**src/rtl/proc_controller_pkg.sv**
```systemverilog
// Shared types and constants for the six-instruction processor control unit.
package proc_pkg;

    localparam int IR_W   = 16;
    localparam int D_AW   = 8;
    localparam int RF_AW  = 4;
    localparam int ALU_SW = 3;
    localparam int ST_W   = 4;

    typedef enum logic [3:0] {
        OP_NOOP  = 4'd0,
        OP_STORE = 4'd1,
        OP_LOAD  = 4'd2,
        OP_ADD   = 4'd3,
        OP_SUB   = 4'd4,
        OP_HALT  = 4'd5
    } opcode_t;

    typedef enum logic [3:0] {
        S_INIT   = 4'd0,
        S_FETCH  = 4'd1,
        S_DECODE = 4'd2,
        S_LOAD_A = 4'd3,
        S_LOAD_B = 4'd4,
        S_STORE  = 4'd5,
        S_ADD    = 4'd6,
        S_SUB    = 4'd7,
        S_HALT   = 4'd8
    } state_t;

    localparam logic [ALU_SW-1:0] ALU_PASS = 3'b000;
    localparam logic [ALU_SW-1:0] ALU_ADD  = 3'b001;
    localparam logic [ALU_SW-1:0] ALU_SUB  = 3'b010;

    // Instruction field positions: opcode[15:12], A[11:8], B[7:4], W[3:0].
    localparam int OP_LSB    = 12;
    localparam int RA_LSB    = 8;
    localparam int RB_LSB    = 4;
    localparam int RW_LSB    = 0;
    localparam int LD_AD_LSB = 4;
    localparam int ST_AD_LSB = 0;

    function automatic logic [3:0] ir_opcode(input logic [IR_W-1:0] ir);
        return ir[OP_LSB +: 4];
    endfunction

    function automatic logic [RF_AW-1:0] ir_field(input logic [IR_W-1:0] ir, input int lsb);
        return ir[lsb +: RF_AW];
    endfunction

    function automatic logic [D_AW-1:0] ir_daddr(input logic [IR_W-1:0] ir, input int lsb);
        return ir[lsb +: D_AW];
    endfunction

endpackage

```
**src/rtl/proc_controller_if.sv**
```systemverilog
// Controller <-> datapath bundle: instruction word in, fetch/decode/execute controls out.
interface proc_controller_if;
    import proc_pkg::*;

    logic [IR_W-1:0]   IR;
    logic              PC_clr;
    logic              PC_up;
    logic              IM_re;
    logic              IR_Id;
    logic [D_AW-1:0]   D_addr;
    logic              D_wr;
    logic              RF_s;
    logic [RF_AW-1:0]  RF_W_addr;
    logic              RF_W_en;
    logic [RF_AW-1:0]  RF_Ra_addr;
    logic [RF_AW-1:0]  RF_Rb_addr;
    logic [ALU_SW-1:0] ALU_s0;
    logic              Halted;
    logic [ST_W-1:0]   State;

    modport master (
        input  IR,
        output PC_clr, PC_up, IM_re, IR_Id, D_addr, D_wr, RF_s, RF_W_addr,
               RF_W_en, RF_Ra_addr, RF_Rb_addr, ALU_s0, Halted, State
    );

    modport slave (
        output IR,
        input  PC_clr, PC_up, IM_re, IR_Id, D_addr, D_wr, RF_s, RF_W_addr,
               RF_W_en, RF_Ra_addr, RF_Rb_addr, ALU_s0, Halted, State
    );

endinterface

```
**src/rtl/proc_controller.sv**
```systemverilog
// Moore FSM sequencing fetch/decode/execute; strobes decode from the state register
// so an asynchronous reset drops any pending write immediately.
module proc_controller
    import proc_pkg::*;
(
    input  logic             Clk,
    input  logic             ResetN,
    proc_controller_if.master bus
);

    state_t state_r;
    state_t next_state_s;

    // State register with asynchronous abort to INIT.
    always_ff @(posedge Clk or negedge ResetN) begin
        if (!ResetN) begin
            state_r <= S_INIT;
        end else begin
            state_r <= next_state_s;
        end
    end

    // Next-state logic; NOOP and illegal opcodes go straight back to FETCH.
    always_comb begin
        next_state_s = S_INIT;
        case (state_r)
            S_INIT:   next_state_s = S_FETCH;
            S_FETCH:  next_state_s = S_DECODE;
            S_DECODE: begin
                case (ir_opcode(bus.IR))
                    OP_STORE: next_state_s = S_STORE;
                    OP_LOAD:  next_state_s = S_LOAD_A;
                    OP_ADD:   next_state_s = S_ADD;
                    OP_SUB:   next_state_s = S_SUB;
                    OP_HALT:  next_state_s = S_HALT;
                    default:  next_state_s = S_FETCH;
                endcase
            end
            S_LOAD_A: next_state_s = S_LOAD_B;
            S_LOAD_B: next_state_s = S_FETCH;
            S_STORE:  next_state_s = S_FETCH;
            S_ADD:    next_state_s = S_FETCH;
            S_SUB:    next_state_s = S_FETCH;
            S_HALT:   next_state_s = S_HALT;
            default:  next_state_s = S_INIT;
        endcase
    end

    // Moore output decode; address fields are only driven in the states that use them.
    always_comb begin
        bus.PC_clr     = 1'b0;
        bus.PC_up      = 1'b0;
        bus.IM_re      = 1'b0;
        bus.IR_Id      = 1'b0;
        bus.D_addr     = {D_AW{1'b0}};
        bus.D_wr       = 1'b0;
        bus.RF_s       = 1'b0;
        bus.RF_W_addr  = {RF_AW{1'b0}};
        bus.RF_W_en    = 1'b0;
        bus.RF_Ra_addr = {RF_AW{1'b0}};
        bus.RF_Rb_addr = {RF_AW{1'b0}};
        bus.ALU_s0     = ALU_PASS;
        bus.Halted     = 1'b0;
        case (state_r)
            S_INIT: begin
                bus.PC_clr = 1'b1;
            end
            S_FETCH: begin
                bus.PC_up = 1'b1;
                bus.IM_re = 1'b1;
                bus.IR_Id = 1'b1;
            end
            S_LOAD_A, S_LOAD_B: begin
                bus.D_addr    = ir_daddr(bus.IR, LD_AD_LSB);
                bus.RF_W_addr = ir_field(bus.IR, RW_LSB);
                bus.RF_s      = 1'b1;
                bus.RF_W_en   = (state_r == S_LOAD_B);
            end
            S_STORE: begin
                bus.D_addr     = ir_daddr(bus.IR, ST_AD_LSB);
                bus.RF_Ra_addr = ir_field(bus.IR, RA_LSB);
                bus.D_wr       = 1'b1;
            end
            S_ADD, S_SUB: begin
                bus.RF_Ra_addr = ir_field(bus.IR, RA_LSB);
                bus.RF_Rb_addr = ir_field(bus.IR, RB_LSB);
                bus.RF_W_addr  = ir_field(bus.IR, RW_LSB);
                bus.RF_W_en    = 1'b1;
                bus.ALU_s0     = (state_r == S_ADD) ? ALU_ADD : ALU_SUB;
            end
            S_HALT: begin
                bus.Halted = 1'b1;
            end
            default: begin
                bus.PC_clr = 1'b0;
            end
        endcase
    end

    assign bus.State = state_r;

endmodule

```
**src/flat_wrapper.sv**
```systemverilog
// flat-port wrapper written by rule: the top's interface ports become plain ports
module proc_controller_flat import proc_pkg::*;
  (Clk, ResetN, bus_IR, bus_PC_clr, bus_PC_up, bus_IM_re, bus_IR_Id, bus_D_addr, bus_D_wr, bus_RF_s, bus_RF_W_addr, bus_RF_W_en, bus_RF_Ra_addr, bus_RF_Rb_addr, bus_ALU_s0, bus_Halted, bus_State);
  proc_controller_if bus_i ();
  input  logic Clk;
  input  logic ResetN;
  input wire logic [$bits(bus_i.IR)-1:0] bus_IR;
  output wire logic [$bits(bus_i.PC_clr)-1:0] bus_PC_clr;
  output wire logic [$bits(bus_i.PC_up)-1:0] bus_PC_up;
  output wire logic [$bits(bus_i.IM_re)-1:0] bus_IM_re;
  output wire logic [$bits(bus_i.IR_Id)-1:0] bus_IR_Id;
  output wire logic [$bits(bus_i.D_addr)-1:0] bus_D_addr;
  output wire logic [$bits(bus_i.D_wr)-1:0] bus_D_wr;
  output wire logic [$bits(bus_i.RF_s)-1:0] bus_RF_s;
  output wire logic [$bits(bus_i.RF_W_addr)-1:0] bus_RF_W_addr;
  output wire logic [$bits(bus_i.RF_W_en)-1:0] bus_RF_W_en;
  output wire logic [$bits(bus_i.RF_Ra_addr)-1:0] bus_RF_Ra_addr;
  output wire logic [$bits(bus_i.RF_Rb_addr)-1:0] bus_RF_Rb_addr;
  output wire logic [$bits(bus_i.ALU_s0)-1:0] bus_ALU_s0;
  output wire logic [$bits(bus_i.Halted)-1:0] bus_Halted;
  output wire logic [$bits(bus_i.State)-1:0] bus_State;
  assign bus_i.IR = bus_IR;
  assign bus_PC_clr = bus_i.PC_clr;
  assign bus_PC_up = bus_i.PC_up;
  assign bus_IM_re = bus_i.IM_re;
  assign bus_IR_Id = bus_i.IR_Id;
  assign bus_D_addr = bus_i.D_addr;
  assign bus_D_wr = bus_i.D_wr;
  assign bus_RF_s = bus_i.RF_s;
  assign bus_RF_W_addr = bus_i.RF_W_addr;
  assign bus_RF_W_en = bus_i.RF_W_en;
  assign bus_RF_Ra_addr = bus_i.RF_Ra_addr;
  assign bus_RF_Rb_addr = bus_i.RF_Rb_addr;
  assign bus_ALU_s0 = bus_i.ALU_s0;
  assign bus_Halted = bus_i.Halted;
  assign bus_State = bus_i.State;
  proc_controller u_core (.Clk(Clk), .ResetN(ResetN), .bus(bus_i));
endmodule
```
**config.mk**
```make
export PLATFORM = sky130hd
export DESIGN_NAME = proc_controller_flat
export DESIGN_NICKNAME = d
export VERILOG_FILES = /design/src/rtl/proc_controller_pkg.sv /design/src/rtl/proc_controller_if.sv /design/src/rtl/proc_controller.sv /design/src/flat_wrapper.sv
export SDC_FILE = /design/constraint.sdc
export NUM_CORES = 1
export LEC_CHECK = 0
export BUFFER_PORTS_ARGS = -buffer_cell sky130_fd_sc_hd__buf_2
export CAP_MARGIN = 20
export CORE_UTILIZATION = 38
export CTS_CLUSTER_SIZE = 10
export DETAILED_ROUTE_END_ITERATION = 6
export HOLD_SLACK_MARGIN = 0.05
export PLACE_DENSITY_LB_ADDON = 0.2
export SLEW_MARGIN = 20
export SYNTH_ARGS = -nofsm -noshare
export SYNTH_HDL_FRONTEND = slang
export SYNTH_SLANG_ARGS = --single-unit
```
**constraint.sdc**
```tcl
create_clock -name Clk -period 1.6 [get_ports Clk]
set_input_delay 0.16 -clock Clk [delete_from_list [all_inputs] [get_ports Clk]]
set_output_delay 0.16 -clock Clk [all_outputs]
set_load 0.005 [all_outputs]
```
After elaboration in Yosys (flattened, before gate mapping):

Cells that the tools add are included.

* flip-flop bits (word level): 4
* input port bits: 18
* logic and storage cells: 34

* equality and inequality tests: 13
* multiplexer cells: 14
* reduce and logical (&&, ||, !) cells: 6

Operator list (count)
* $pmux W4 S5: 2
* $eq A4 B3 Y1 const B: 6
* $eq A4 B2 Y1 const B: 4
* $pmux W8 S2: 1
* $mux W4: 3
* $eq A4 B1 Y1 const B: 2
* $mux W1: 5
* $reduce_or A5 Y1: 1
* $eq A4 B4 Y1 const B: 1
* $logic_not A4 Y1: 1
* $reduce_or A2 Y1: 2
* $reduce_or A4 Y1: 1
* $mux W3: 1
* $reduce_or A3 Y1: 1
* $mux W2: 1
* $pmux W1 S2: 1

Logic depth before layout (Yosys ltp):

* depth in word-level cells: 3
* depth in mapped cells: 5
* depth with buffers taken out: 3

Worst setup path before layout:

Ideal clock, no wire load.

* path kind: flip-flop to output port
* start point: register u_core.state_r[1], in the netlist u_core.bus.State[1]
* end point: output bus_IR_Id
* data arrival time: 1.243 ns
* slack: 0.197 ns
* cell stages (with the launch flop): 6
* path buffers: 2
* path through: dfrtp_1 buf_2 inv_1 nand2_1 nor3_1 buf_4

* word-level cells in the longest chain between the ends: 2

Ends and longest elaborated chain
* start, declared: line proc_controller.sv:11 `state_t state_r;`
* start signal, assigned: line proc_controller.sv:19 `state_r <= next_state_s;`
* $eq A4 B1 Y1
* $mux W1
* end, declared: line flat_wrapper.sv:11 `output wire logic [$bits(bus_i.IR_Id)-1:0] bus_IR_Id;`

Every way passes these cells.

Worst setup path in the final report:

* start point: register u_core.state_r[0], in the netlist u_core.bus.State[0]
* end point: output bus_D_addr[0]

* word-level cells in the longest chain between the ends: 3

Ends and longest elaborated chain
* $eq A4 B2 Y1 or $eq A4 B3 Y1 (tied branches): line proc_controller.sv:64 `case (state_r)`
* $reduce_or A2 Y1: line proc_controller.sv:64
* $pmux W8 S2 (*): line proc_controller.sv:64
* end, declared: line flat_wrapper.sv:12 `output wire logic [$bits(bus_i.D_addr)-1:0] bus_D_addr;`

Every way passes the cells marked *; elsewhere a longest branch is shown, timed or not.

==> results by group <==
Run status
  – Outcome: complete, but fails checks
  – Failing checks: design-rule violations, negative setup slack

Pwr
  – Peak supply drop: 0.972 mV
  – Power Dens Cells: 1580 nW/um^2
  – Lkg Pwr: 0.584 nW

Global routing
  – Largest net degree at the start of global routing: 15
  – Total GRT Usage: 0.209
  – Initial antenna violation count: 0
  – Global-route wire length before repair: 3070 um
  – Vias in the first global route: 712
  – Global route total overflow: 0

Layout
  – Share of cells above drive strength 1: 0.648
  – Most common cell after layout, fill and taps aside: buf_2
  – Area Overhead vs Synth: 61.8%
  – Core Util, Final: 0.682
  – Nets: 165
  – Most frequent cells in the layout: buf_2 (53), nor2_1 (12), buf_4 (9)
  – Max reg flops: 4
  – Non-Filler Instances: 161
  – Final std cell area, no fill: 1070 um^2
  – N_diodes: 0

Placement
  – DP HPWL: 1470 um
  – Placed cells: 150
  – Port bufs: 51
  – Placer Congestion: 0.792
  – Post-DP Area: 912 um^2

Floorplan
  – Die width: 43.8 um
  – FP Rows: 14
  – Initial Utilization: 0.421
  – Die height: 43.8 um
  – Die area: 1920 um^2
  – Core area: 1580 um^2
  – # IOs: 53

Critical path
  – Startpoint types: flip-flop
  – WP data required: 1.44 ns
  – Worst EP arrival: 1.48 ns
  – Worst Path Max Fanout: 8
  – Slowest library cell on the worst path: dfrtp_1
  – CP Class: flip-flop to output pin
  – Crit path largest cell delay: 0.39 ns
  – Critical-path cell list: buf_6 -> and3b_2 -> a22oi_2 -> nor2_1 -> buf_2
  – CP Capture Type: output pin

Detailed routing
  – 1st-pass router iterations: 6
  – Detail Route Antenna Nets: 0
  – Post-route DRC violation count: 4
  – Via density: 5.53
  – First-iteration detailed-routing DRC count: 25
  – Via count: 890
  – Drt wl/cell: 14.6 um
  – Final wirelength: 2340 um

Synth
  – Post-synth cell types: 31
  – Share of the synthesized area in the top cell type: 0.151
  – Synth top area cells: dfrtp_1 (15%), mux2_2 (14%), a22oi_1 (9.0%)
  – Post-synth EDFFs: 0
  – Cell accounting for the most synthesized area: dfrtp_1
  – Leading register cell type out of synthesis: dfrtp_1
  – FF+latch count, synth: 4
  – Syn Nets: 105
  – Syn_area_per_cell: 7.64 um^2
  – Synth warn: 0
  – Post-synthesis sequential area ratio: 0.151
  – Synthesized instance count: 87
  – Synth async-reset ratio: 1.00
  – Cell area after synthesis: 664 um^2

STA
  – Max Clk Rate: 608 MHz
  – Fin. Hold Viols: 0
  – Hold_ws: 0.259 ns
  – Setup Skew: 0.00561 ns
  – Endpoints failing setup: 7
  – Minimum clock period: 1.64 ns
  – Slew Limit Fails: 0
  – Period utilisation layout: 1.03
  – TNS Setup: -0.100 ns
  – Worst setup margin: -0.0435 ns
  – RSZ-0062 raised after global routing: yes

Clock tree
  – Clock Tree Buf Depth: 2
  – Number of H-tree levels: 1
  – CTS tree: built
  – CTS Sinks: 4
  – Clock Pin Slew Worst Setup and Hold Paths: 0.04 ns
  – Worst skew pair latency: 0.24 ns
  – Clock buffer count from CTS: 3
  – Root buffer cell: clkbuf_4

Job
  – MaxCap Viol Count: 0

Worst hold path
  – Hold crit path type: input pin to asynchronous set/reset pin
==> final timing paths <==
kind	start	end	slack, ns	depth (start not counted)
setup / recovery	u_core.bus.State[0]$_DFF_PN0_	bus_D_addr[0]	-0.04	5
hold / removal	ResetN	u_core.bus.State[0]$_DFF_PN0_	0.26	2
setup reg to reg	u_core.bus.State[0]$_DFF_PN0_	u_core.bus.State[1]$_DFF_PN0_	0.22	5
hold reg to reg	u_core.bus.State[3]$_DFF_PN0_	u_core.bus.State[3]$_DFF_PN0_	0.63	2
max in group asynchronous	ResetN	u_core.bus.State[1]$_DFF_PN0_	1.21	2
min in group Clk	bus_IR[15]	u_core.bus.State[1]$_DFF_PN0_	0.26	4
==> stage by stage <==
step,power [mW],setup WS (ns)
final,1.70,-0.0435
after global placement,1.24,0.173
after detailed placement,1.26,0.115
after floorplan,0.918,0.197
after global routing,1.83,-0.0961
after CTS,1.42,0.00150
==> metal layers <==
metal,vias to the layer above,GRT usage,wire length [um]
met3,2,0.0292,175
met5,-,0,0
met1,407,0.291,948
li1,425,-,-
met4,0,0.0813,4
met2,56,0.322,1220
==> cell type report <==
type | count | area, um^2
timing repair buffer | 66 | 377
fill | 138 | 502
inverter | 2 | 7.51
tap | 16 | 20.0
clock buffer | 3 | 22.5
multi-input combinational | 70 | 547
sequential | 4 | 101
==> kinds of logic after synthesis <==
family,count (synthesis),share of synthesized area
AOI/OAI and AO/OA,18,0.209
other,1,0.00564
buffers and inverters,13,0.132
and+or+nand+nor,42,0.354
muxes,8,0.136
DFF,4,0.151
xor gates and xnor gates,1,0.0132
==> synthesized netlist by cell type (2+ instances only) <==
master,count
and2_1,8
a22oi_1,8
and3_1,4
nand2b_1,2
nor3_1,2
buf_6,3
nor2b_1,4
clkbuf_1,3
nor2_1,12
a21oi_1,3
mux2_2,8
buf_4,4
nand2_1,3
inv_1,2
dfrtp_1,4
nor3b_1,2
==> power breakdown <==
group	switching [mW]	internal (mW)	total [mW]
Sequential	0.0606	0.142	0.202
Combinational	0.670	0.703	1.37
Clock	0.0425	0.0840	0.127
Total	0.773	0.929	1.70
==> worst max-delay path, delay by kind of cell, from the launching register on <==
family / cells / cell delay (ns)
buffers and inverters: 2 / 0.28
AND/OR/NAND/NOR: 2 / 0.46
AO/OA/AOI/OAI: 1 / 0.12
flip-flops: 1 / 0.39
==> what timing repair did <==
action,CTS,global route
setup buffers,0,6
hold buffers,1,0
pin swaps,0,9
cloned,0,1
hold endpoints to repair,4,0
resized for setup,5,15
endpoints found under the setup margin,19,23
Power figures use the tool's default switching activity.
